$ cat src/rtl/cpu_sequencer.sv
// -----------------------------------------------------------------------------
// cpu_sequencer
//
// Run-control and instruction-feed block for the 8-bit single-cycle core.
// Holds the instruction memory (written through a byte-load port while the core
// is halted), presents imem[pc] combinationally, and gates core execution with a
// per-cycle enable under RUN / STEP / HALT / core-reset commands plus a single
// PC breakpoint. Counts retired instructions for the debug console.
//
// Ports:
//   clock, reset        system clock; asynchronous active-high reset
//   cmd_valid/ready     command handshake (transfer when both high at the edge)
//   cmd_op, cmd_arg     0 NOP, 1 RUN, 2 STEP, 3 HALT, 4 SET_BP, 5 CLR_BP,
//                       6 CPU_RST, 7 reserved (NOP); cmd_arg = breakpoint addr
//   load_valid/ready    imem byte write; ready only while HALTED
//   load_addr/data      imem write address / data
//   pc                  current core PC
//   instruction         imem[pc], combinational
//   cpu_en              core advances at an edge where this is 1
//   cpu_reset           synchronous reset pulse to the core (RST_CYCLES long)
//   run_state           0 HALTED, 1 RUN, 2 STEP, 3 CPURST
//   bp_hit              sticky flag: a breakpoint stopped RUN
//   retired             16-bit wrapping count of cycles with cpu_en = 1
// -----------------------------------------------------------------------------
module cpu_sequencer #(
  parameter int IMEM_DEPTH = 256,
  parameter int RST_CYCLES = 2
) (
  input  logic        clock,
  input  logic        reset,
  input  logic        cmd_valid,
  output logic        cmd_ready,
  input  logic [2:0]  cmd_op,
  input  logic [7:0]  cmd_arg,
  input  logic        load_valid,
  output logic        load_ready,
  input  logic [7:0]  load_addr,
  input  logic [7:0]  load_data,
  input  logic [7:0]  pc,
  output logic [7:0]  instruction,
  output logic        cpu_en,
  output logic        cpu_reset,
  output logic [1:0]  run_state,
  output logic        bp_hit,
  output logic [15:0] retired
);

  typedef enum logic [1:0] {
    ST_HALTED = 2'd0,
    ST_RUN    = 2'd1,
    ST_STEP   = 2'd2,
    ST_CPURST = 2'd3
  } state_t;

  typedef enum logic [2:0] {
    OP_NOP     = 3'd0,
    OP_RUN     = 3'd1,
    OP_STEP    = 3'd2,
    OP_HALT    = 3'd3,
    OP_SET_BP  = 3'd4,
    OP_CLR_BP  = 3'd5,
    OP_CPU_RST = 3'd6,
    OP_RSVD    = 3'd7
  } op_t;

  localparam int                CNT_W    = (RST_CYCLES > 1) ? $clog2(RST_CYCLES) : 1;
  localparam logic [CNT_W-1:0]  RST_LAST = CNT_W'(RST_CYCLES - 1);

  state_t           state;
  op_t              op;
  logic             cmd_fire;
  logic             bp_en;
  logic [7:0]       bp_addr;
  logic             skip_bp;
  logic             bp_match;
  logic [CNT_W-1:0] rst_cnt;
  logic [7:0]       imem [IMEM_DEPTH];

  assign op         = op_t'(cmd_op);
  assign cmd_ready  = (state != ST_CPURST);
  assign load_ready = (state == ST_HALTED);
  assign cmd_fire   = cmd_valid && cmd_ready;
  assign run_state  = state;

  // skip_bp masks the match for the first RUN cycle so that resuming at the
  // breakpoint PC executes that instruction instead of stopping again.
  assign bp_match = bp_en && (pc == bp_addr) && !skip_bp;

  // Zero-latency stop: the matching cycle itself already has cpu_en low.
  assign cpu_en = (state == ST_STEP) || ((state == ST_RUN) && !bp_match);

  assign instruction = imem[pc];

  // NOTE: the instruction memory has no reset branch -- its contents survive
  // reset by design, and leaving it out keeps it mappable onto RAM.
  always_ff @(posedge clock) begin
    if (load_valid && load_ready) begin
      imem[load_addr] <= load_data;
    end
  end

  // NOTE: all state below is updated with non-blocking assignments so every
  // register samples pre-edge values; later assignments in the block override
  // earlier ones (e.g. the retired clear on CPU_RST wins over the increment).
  always_ff @(posedge clock or posedge reset) begin
    if (reset) begin
      state     <= ST_HALTED;
      cpu_reset <= 1'b0;
      bp_hit    <= 1'b0;
      retired   <= 16'd0;
      bp_en     <= 1'b0;
      bp_addr   <= 8'd0;
      skip_bp   <= 1'b0;
      rst_cnt   <= '0;
    end else begin
      if (cpu_en) begin
        retired <= retired + 16'd1;
      end

      // Breakpoint programming is accepted in every state that takes commands.
      if (cmd_fire && op == OP_SET_BP) begin
        bp_addr <= cmd_arg;
        bp_en   <= 1'b1;
      end
      if (cmd_fire && op == OP_CLR_BP) begin
        bp_en <= 1'b0;
      end

      case (state)
        ST_HALTED: begin
          if (cmd_fire) begin
            case (op)
              OP_RUN: begin
                state   <= ST_RUN;
                skip_bp <= 1'b1;
                bp_hit  <= 1'b0;
              end
              OP_STEP: begin
                state  <= ST_STEP;
                bp_hit <= 1'b0;
              end
              OP_CPU_RST: begin
                state     <= ST_CPURST;
                cpu_reset <= 1'b1;
                rst_cnt   <= '0;
                retired   <= 16'd0;
              end
              default: ;
            endcase
          end
        end

        ST_RUN: begin
          skip_bp <= 1'b0;
          // A breakpoint match takes priority over a simultaneous HALT.
          if (bp_match) begin
            state  <= ST_HALTED;
            bp_hit <= 1'b1;
          end else if (cmd_fire && op == OP_HALT) begin
            state <= ST_HALTED;
          end
        end

        ST_STEP: begin
          state <= ST_HALTED;
        end

        ST_CPURST: begin
          if (rst_cnt == RST_LAST) begin
            state     <= ST_HALTED;
            cpu_reset <= 1'b0;
          end else begin
            rst_cnt <= rst_cnt + 1'b1;
          end
        end
      endcase
    end
  end

endmodule

$ cat config.mk
export PLATFORM = sky130hd
export DESIGN_NAME = cpu_sequencer
export DESIGN_NICKNAME = d
export VERILOG_FILES = /design/src/rtl/cpu_sequencer.sv
export SDC_FILE = /design/constraint.sdc
export NUM_CORES = 2
export LEC_CHECK = 0
export BUFFER_PORTS_ARGS = -buffer_cell sky130_fd_sc_hd__buf_2
export CORE_UTILIZATION = 30
export DETAILED_ROUTE_END_ITERATION = 8
export HOLD_SLACK_MARGIN = 0.02
export PLACE_DENSITY_LB_ADDON = 0.12
export RECOVER_POWER = 50
export SLEW_MARGIN = 5
export SYNTH_ARGS = -nofsm -noshare
export SYNTH_HDL_FRONTEND = slang
export SYNTH_SLANG_ARGS = --single-unit
$ cat constraint.sdc
create_clock -name clock -period 3.7 [get_ports clock]
set_input_delay 0.555 -clock clock [delete_from_list [all_inputs] [get_ports clock]]
set_output_delay 0.555 -clock clock [all_outputs]
set_load 0.03 [all_outputs]
Yosys cells after proc, flatten, opt, wreduce, memory -nomap -nowiden
Memory sizes are Yosys's and may differ from the RTL's.
Index checks and enable logic that the tools add are counted.
{"block": "totals", "in_bits": 39, "ram_bits": 2048, "mem_count": 1, "out_inout_bits": 31, "ff_bits": 31}
{"memory": "imem", "words": 256, "width": 8, "rd": 1, "rd_clocked_by_memory_dff": 0, "wr": 1, "line_no": "77", "text": "logic [7:0] imem [IMEM_DEPTH];"}
{"block": "op_classes", "n_eq_ne": 19, "n_mux": 29, "add_sub_neg": 2, "n_reduce_logical": 21}
{"op": "$mux W16", "count": 4}
{"op": "$add A16 B1 Y16 const B", "count": 1}
{"op": "$mux W1", "count": 15}
{"op": "$reduce_and A4 Y1", "count": 3}
{"op": "$eq A3 B3 Y1 const B", "count": 3}
{"op": "$eq A8 B8 Y1", "count": 1}
{"op": "$logic_and A1 B1 Y1", "count": 8}
{"op": "$mux W2", "count": 4}
{"op": "$ne A2 B2 Y1 const B", "count": 4}
{"op": "$pmux W1 S2", "count": 4}
{"op": "$pmux W2 S4", "count": 1}
{"op": "$eq A3 B2 Y1 const B", "count": 2}
{"op": "$ne A2 B1 Y1 const B", "count": 3}
{"op": "$pmux W2 S3", "count": 1}
{"op": "$reduce_and A3 Y1", "count": 2}
{"op": "$reduce_bool A2 Y1", "count": 3}
{"op": "$eq A2 B2 Y1 const B", "count": 2}
{"op": "$ne A4 B1 Y1 const B", "count": 1}
{"op": "$eq A3 B1 Y1 const B", "count": 1}
{"op": "$ne A3 B2 Y1 const B", "count": 1}
{"op": "$eq A2 B1 Y1 const B", "count": 1}
{"op": "$logic_not A1 Y1", "count": 2}
{"op": "$logic_not A2 Y1", "count": 1}
{"op": "$reduce_or A2 Y1", "count": 1}
{"op": "2 further kinds", "count": 2}

Depth between registers and ports, before layout
{"block": "depth", "depth_word": 10, "ltp_mapped": 12, "depth_no_buf": 7}

Least setup slack after synthesis
OpenSTA, ideal clock, no wires.
{"block": "synth_timing", "kind": "input port to output port", "startpoint": "input pc[0]", "endpoint": "output instruction[7]", "required_ns": 3.145, "arrival_time_ns": 2.913, "n_path_buf": 5, "cell_stages": 11, "setup_slack_ns": 0.232, "path_cell_list": "buf_6 buf_12 buf_12 buf_8 buf_12 mux2i_1 o221ai_1 o221ai_1 a21oi_1 nor3_2 nor4_1"}
{"block": "synth_via", "elab_chain_cells": 1}
{"item": "from (decl)", "line_no": "39", "text": "input logic [7:0] pc,"}
{"item": "$mem_v2 Z256 W8"}
{"item": "to (decl)", "line_no": "40", "text": "output logic [7:0] instruction,"}
Every way passes these cells.

Worst setup path after layout
{"block": "layout_timing", "startpoint": "input pc[2]", "endpoint": "output instruction[6]"}
Same word-level chain as after synthesis.

==> flow_summary.json <==
{
  "outcome": "finished with violations",
  "violations": "capacitance limit, slew limit, setup timing",
  "drc": 0,
  "p_per_area_nw_per_um2": 527,
  "h-tree-depth": 4,
  "r2r_end": "imem[19][0]",
  "fmax_mhz": 259,
  "viasPerCell": 4.97,
  "async_flop_share": 0.0149,
  "worst_slew_pin_slew_ns": 3.48,
  "placed_cells": 8291,
  "worstSetupPathType": "in2out",
  "hold_path.class": "in2reg",
  "cts.clk_slew.worst_paths_ns": 0.06,
  "synth_top_area_cell": "edfxtp_1",
  "drive_gt1_frac": 0.357,
  "crit_path_end_kind": "output pin",
  "portBuffers": 69,
  "root_buffer": "clkbuf_16",
  "core_area_um2": 271000,
  "synth_warnings": 0,
  "ys_types": 75,
  "holdWs_ns": 0.0818,
  "slew_headroom": -1.32,
  "drt_iter0_drc": 3892,
  "areaGrowthSynthToFinish_pct": 24.2,
  "holdCritStartpoint": "cmd_op[2]",
  "ant_nets": 0,
  "start_util": 0.302,
  "rsz0062_at_grt": "yes",
  "synth.area.top_cells": "edfxtp_1, mux4_2, mux2i_1, nor2_1, mux4_1",
  "max_cap_viol_count": 16,
  "dpl.hpwl_mm": 173,
  "grt_pass1_vias": 45000,
  "tritoncts": "built",
  "grt-ovfl-total": 0,
  "worstPathMaxFanout": 11,
  "drt-total-wl_mm": 259,
  "skew_ns": 0.0664,
  "arrival_ns": 3.30,
  "ios": 70,
  "antenna_found_initial": 19,
  "setup_viol": 7,
  "reg2reg_depth": 8,
  "hold_path_end": "run_state[0]",
  "fp.dieW_um": 525,
  "final.period_utilization": 1.04,
  "ys_seq_elements": 2079,
  "numCtsBuffers": 235,
  "grt_max_degree": 126,
  "ys_seq_area_frac": 0.758,
  "min_period_ns": 3.86,
  "drt-pass1-iter-count": 5,
  "syn_inst": 4049,
  "setup_tns_ns": -0.613,
  "p_total_w": 0.0537,
  "vias": 43500,
  "gp_congestion": 0.825,
  "maxSlewViolCount": 1185,
  "leakagePower_nw": 33.6,
  "cts_sinks": 2079,
  "synth_edf_count": 2048,
  "fin_ws_ns": -0.159,
  "r2r-start": "run_state[0]",
  "reg2reg_slack_ns": 0.84,
  "drt-wirelength-per-cell_um": 29.5,
  "synth_top_area_frac": 0.749,
  "syn_area_per_cell_um2": 20.3,
  "crit_path_start_kind": "primary input",
  "worstPathRequired_ns": 3.14,
  "die_height_um": 525,
  "clkLatencyLatePin_ns": 0.91,
  "rows": 191,
  "fin_nets": 5026,
  "syn_area_um2": 82100,
  "dieArea_um2": 276000,
  "synthFlopType": "edfxtp_1",
  "peakVddDrop_mv": 0.376,
  "grt_pass1_wl_mm": 360,
  "whs_path_depth": 3,
  "track_usage": 0.185,
  "final-hold-violation-count": 0,
  "syn_nets": 4094,
  "clk_path_buf_depth": 4,
  "layout.cells.non_filler": 8751
}
[cell type report]
cell class,count,area (um2)
Inverter,15,60.1
Antenna cell,7,17.5
Timing Repair Buffer,942,8230
Tap cell,3570,4470
Clock buffer,283,6170
Multi-Input combinational cell,1708,19300
Sequential cell,2079,62300
Clock inverter,147,1520
Fill cell,24900,169000
[worst max-delay path by stage]
stage	from	endpoint	slack [ns]	cells after the start
after floorplan	pc[0]	instruction[7]	0.23	11
after global placement	pc[2]	instruction[2]	-1.27	12
after detailed placement	pc[0]	instruction[7]	-1.24	12
after CTS	imem[187][4]	instruction[4]	-0.20	7
after global routing	imem[60][5]	instruction[5]	-0.19	8
final	pc[2]	instruction[6]	-0.16	13
[Yosys cell counts (17+ instances only)]
library cell	n
mux2i_1	186
o221ai_1	52
nand4_1	17
a22o_1	21
nor2_1	315
buf_2	62
o21ai_0	34
mux2_2	36
buf_6	24
o31ai_1	17
mux4_2	362
edfxtp_1	2048
a22oi_1	58
a211oi_1	20
nand2_1	72
o22ai_1	83
nand3_1	34
nor4_1	17
nor2b_1	19
dfrtp_1	31
mux4_1	44
a221oi_1	29
nor3_1	36
xor2_1	22
a21oi_1	78
clkbuf_1	77
buf_4	27
[where the power goes]
| group | switching (W) | total, W | internal, W |
|---|---|---|---|
| combinational | 0.00256 | 0.00414 | 0.00157 |
| clock | 0.00953 | 0.0235 | 0.0139 |
| sequential | 0.0000900 | 0.0261 | 0.0260 |
| total | 0.0122 | 0.0537 | 0.0415 |
[timing repair]
| item | 4_1_cts | 5_1_grt |
|---|---|---|
| hold buffers | 10 | 0 |
| gates cloned | 6 | 1 |
| hold endpoints to repair | 40 | 0 |
| pin swaps | 54 | 26 |
| endpoints found under the setup margin | 8 | 8 |
| resized for setup | 237 | 66 |
| buffers inserted | 28 | 1 |
[worst max-delay path: stages]
cell	delay, ns
buf_6	0.13
buf_4	0.15
buf_12	0.15
and2_2	0.23
buf_6	0.19
buf_4	0.20
nand3b_1	0.11
o21ai_0	0.11
a311oi_2	0.34
a211oi_2	0.14
buf_4	0.17
nor4_4	0.57
buf_6	0.22
[cell usage in the layout, fill, tap and decap left out, types with 14 or more instances in the layout]
cell,Yosys,routed
a22o_1,21,21
nor3_1,36,23
buf_2,62,48
buf_12,16,76
dfrtp_1,31,31
nor4_4,0,16
mux4_2,362,371
o221ai_1,52,40
bufinv_16,0,31
clkinv_1,0,57
o22ai_1,83,73
o21ai_0,34,26
clkbuf_16,0,241
clkbuf_2,0,27
clkbuf_1,77,60
nor3_2,5,15
mux2i_1,186,177
edfxtp_1,2048,2048
xor2_1,22,22
nand2_1,72,72
mux4_1,44,35
nand4_1,17,17
buf_6,24,27
buf_4,27,714
clkinv_2,0,44
nor2_1,315,312
a22oi_1,58,46
mux2_2,36,35
a21oi_1,78,58
nand3_1,34,25
a21oi_2,0,14
nor2b_1,19,15
a221oi_1,29,18
[flip-flops by register name (all words and copies together) (netlist names)]
register and flops:
cpu_reset 1, imem 2048, rst_cnt 1, skip_bp 1, bp_addr 8, retired 16, bp_hit 1, run_state 2
bp_en 1
[metrics by stage]
step	worst slack, ns	util	area (um2)
after global routing	-0.193	0.376	102000
after floorplan	0.232	-	82100
after CTS	-0.204	0.376	102000
after detailed placement	-1.24	0.341	92700
after global placement	-1.27	0.341	92700
final	-0.159	0.376	102000
[cells by family (layout without fill, tap and decap cells)]
logic type,Yosys count,in the layout,share of synthesized area
other,0,7,0
AOI/OAI and AO/OA,459,459,0.0398
and+or+nand+nor,589,589,0.0335
muxes,630,630,0.141
xor gates and xnor gates,24,24,0.00256
buffers and inverters,262,1387,0.0234
adders and majority gates,6,6,0.000914
DFF,2079,2079,0.758
[per-layer routing]
layer	GRT usage	vias to the layer above	wire, um
met5	0	-	13
met4	0.0490	2	6480
met3	0.0325	314	13300
met2	0.304	1024	125000
met1	0.251	23400	114000
li1	-	18800	-
Power figures use the tool's default switching activity.
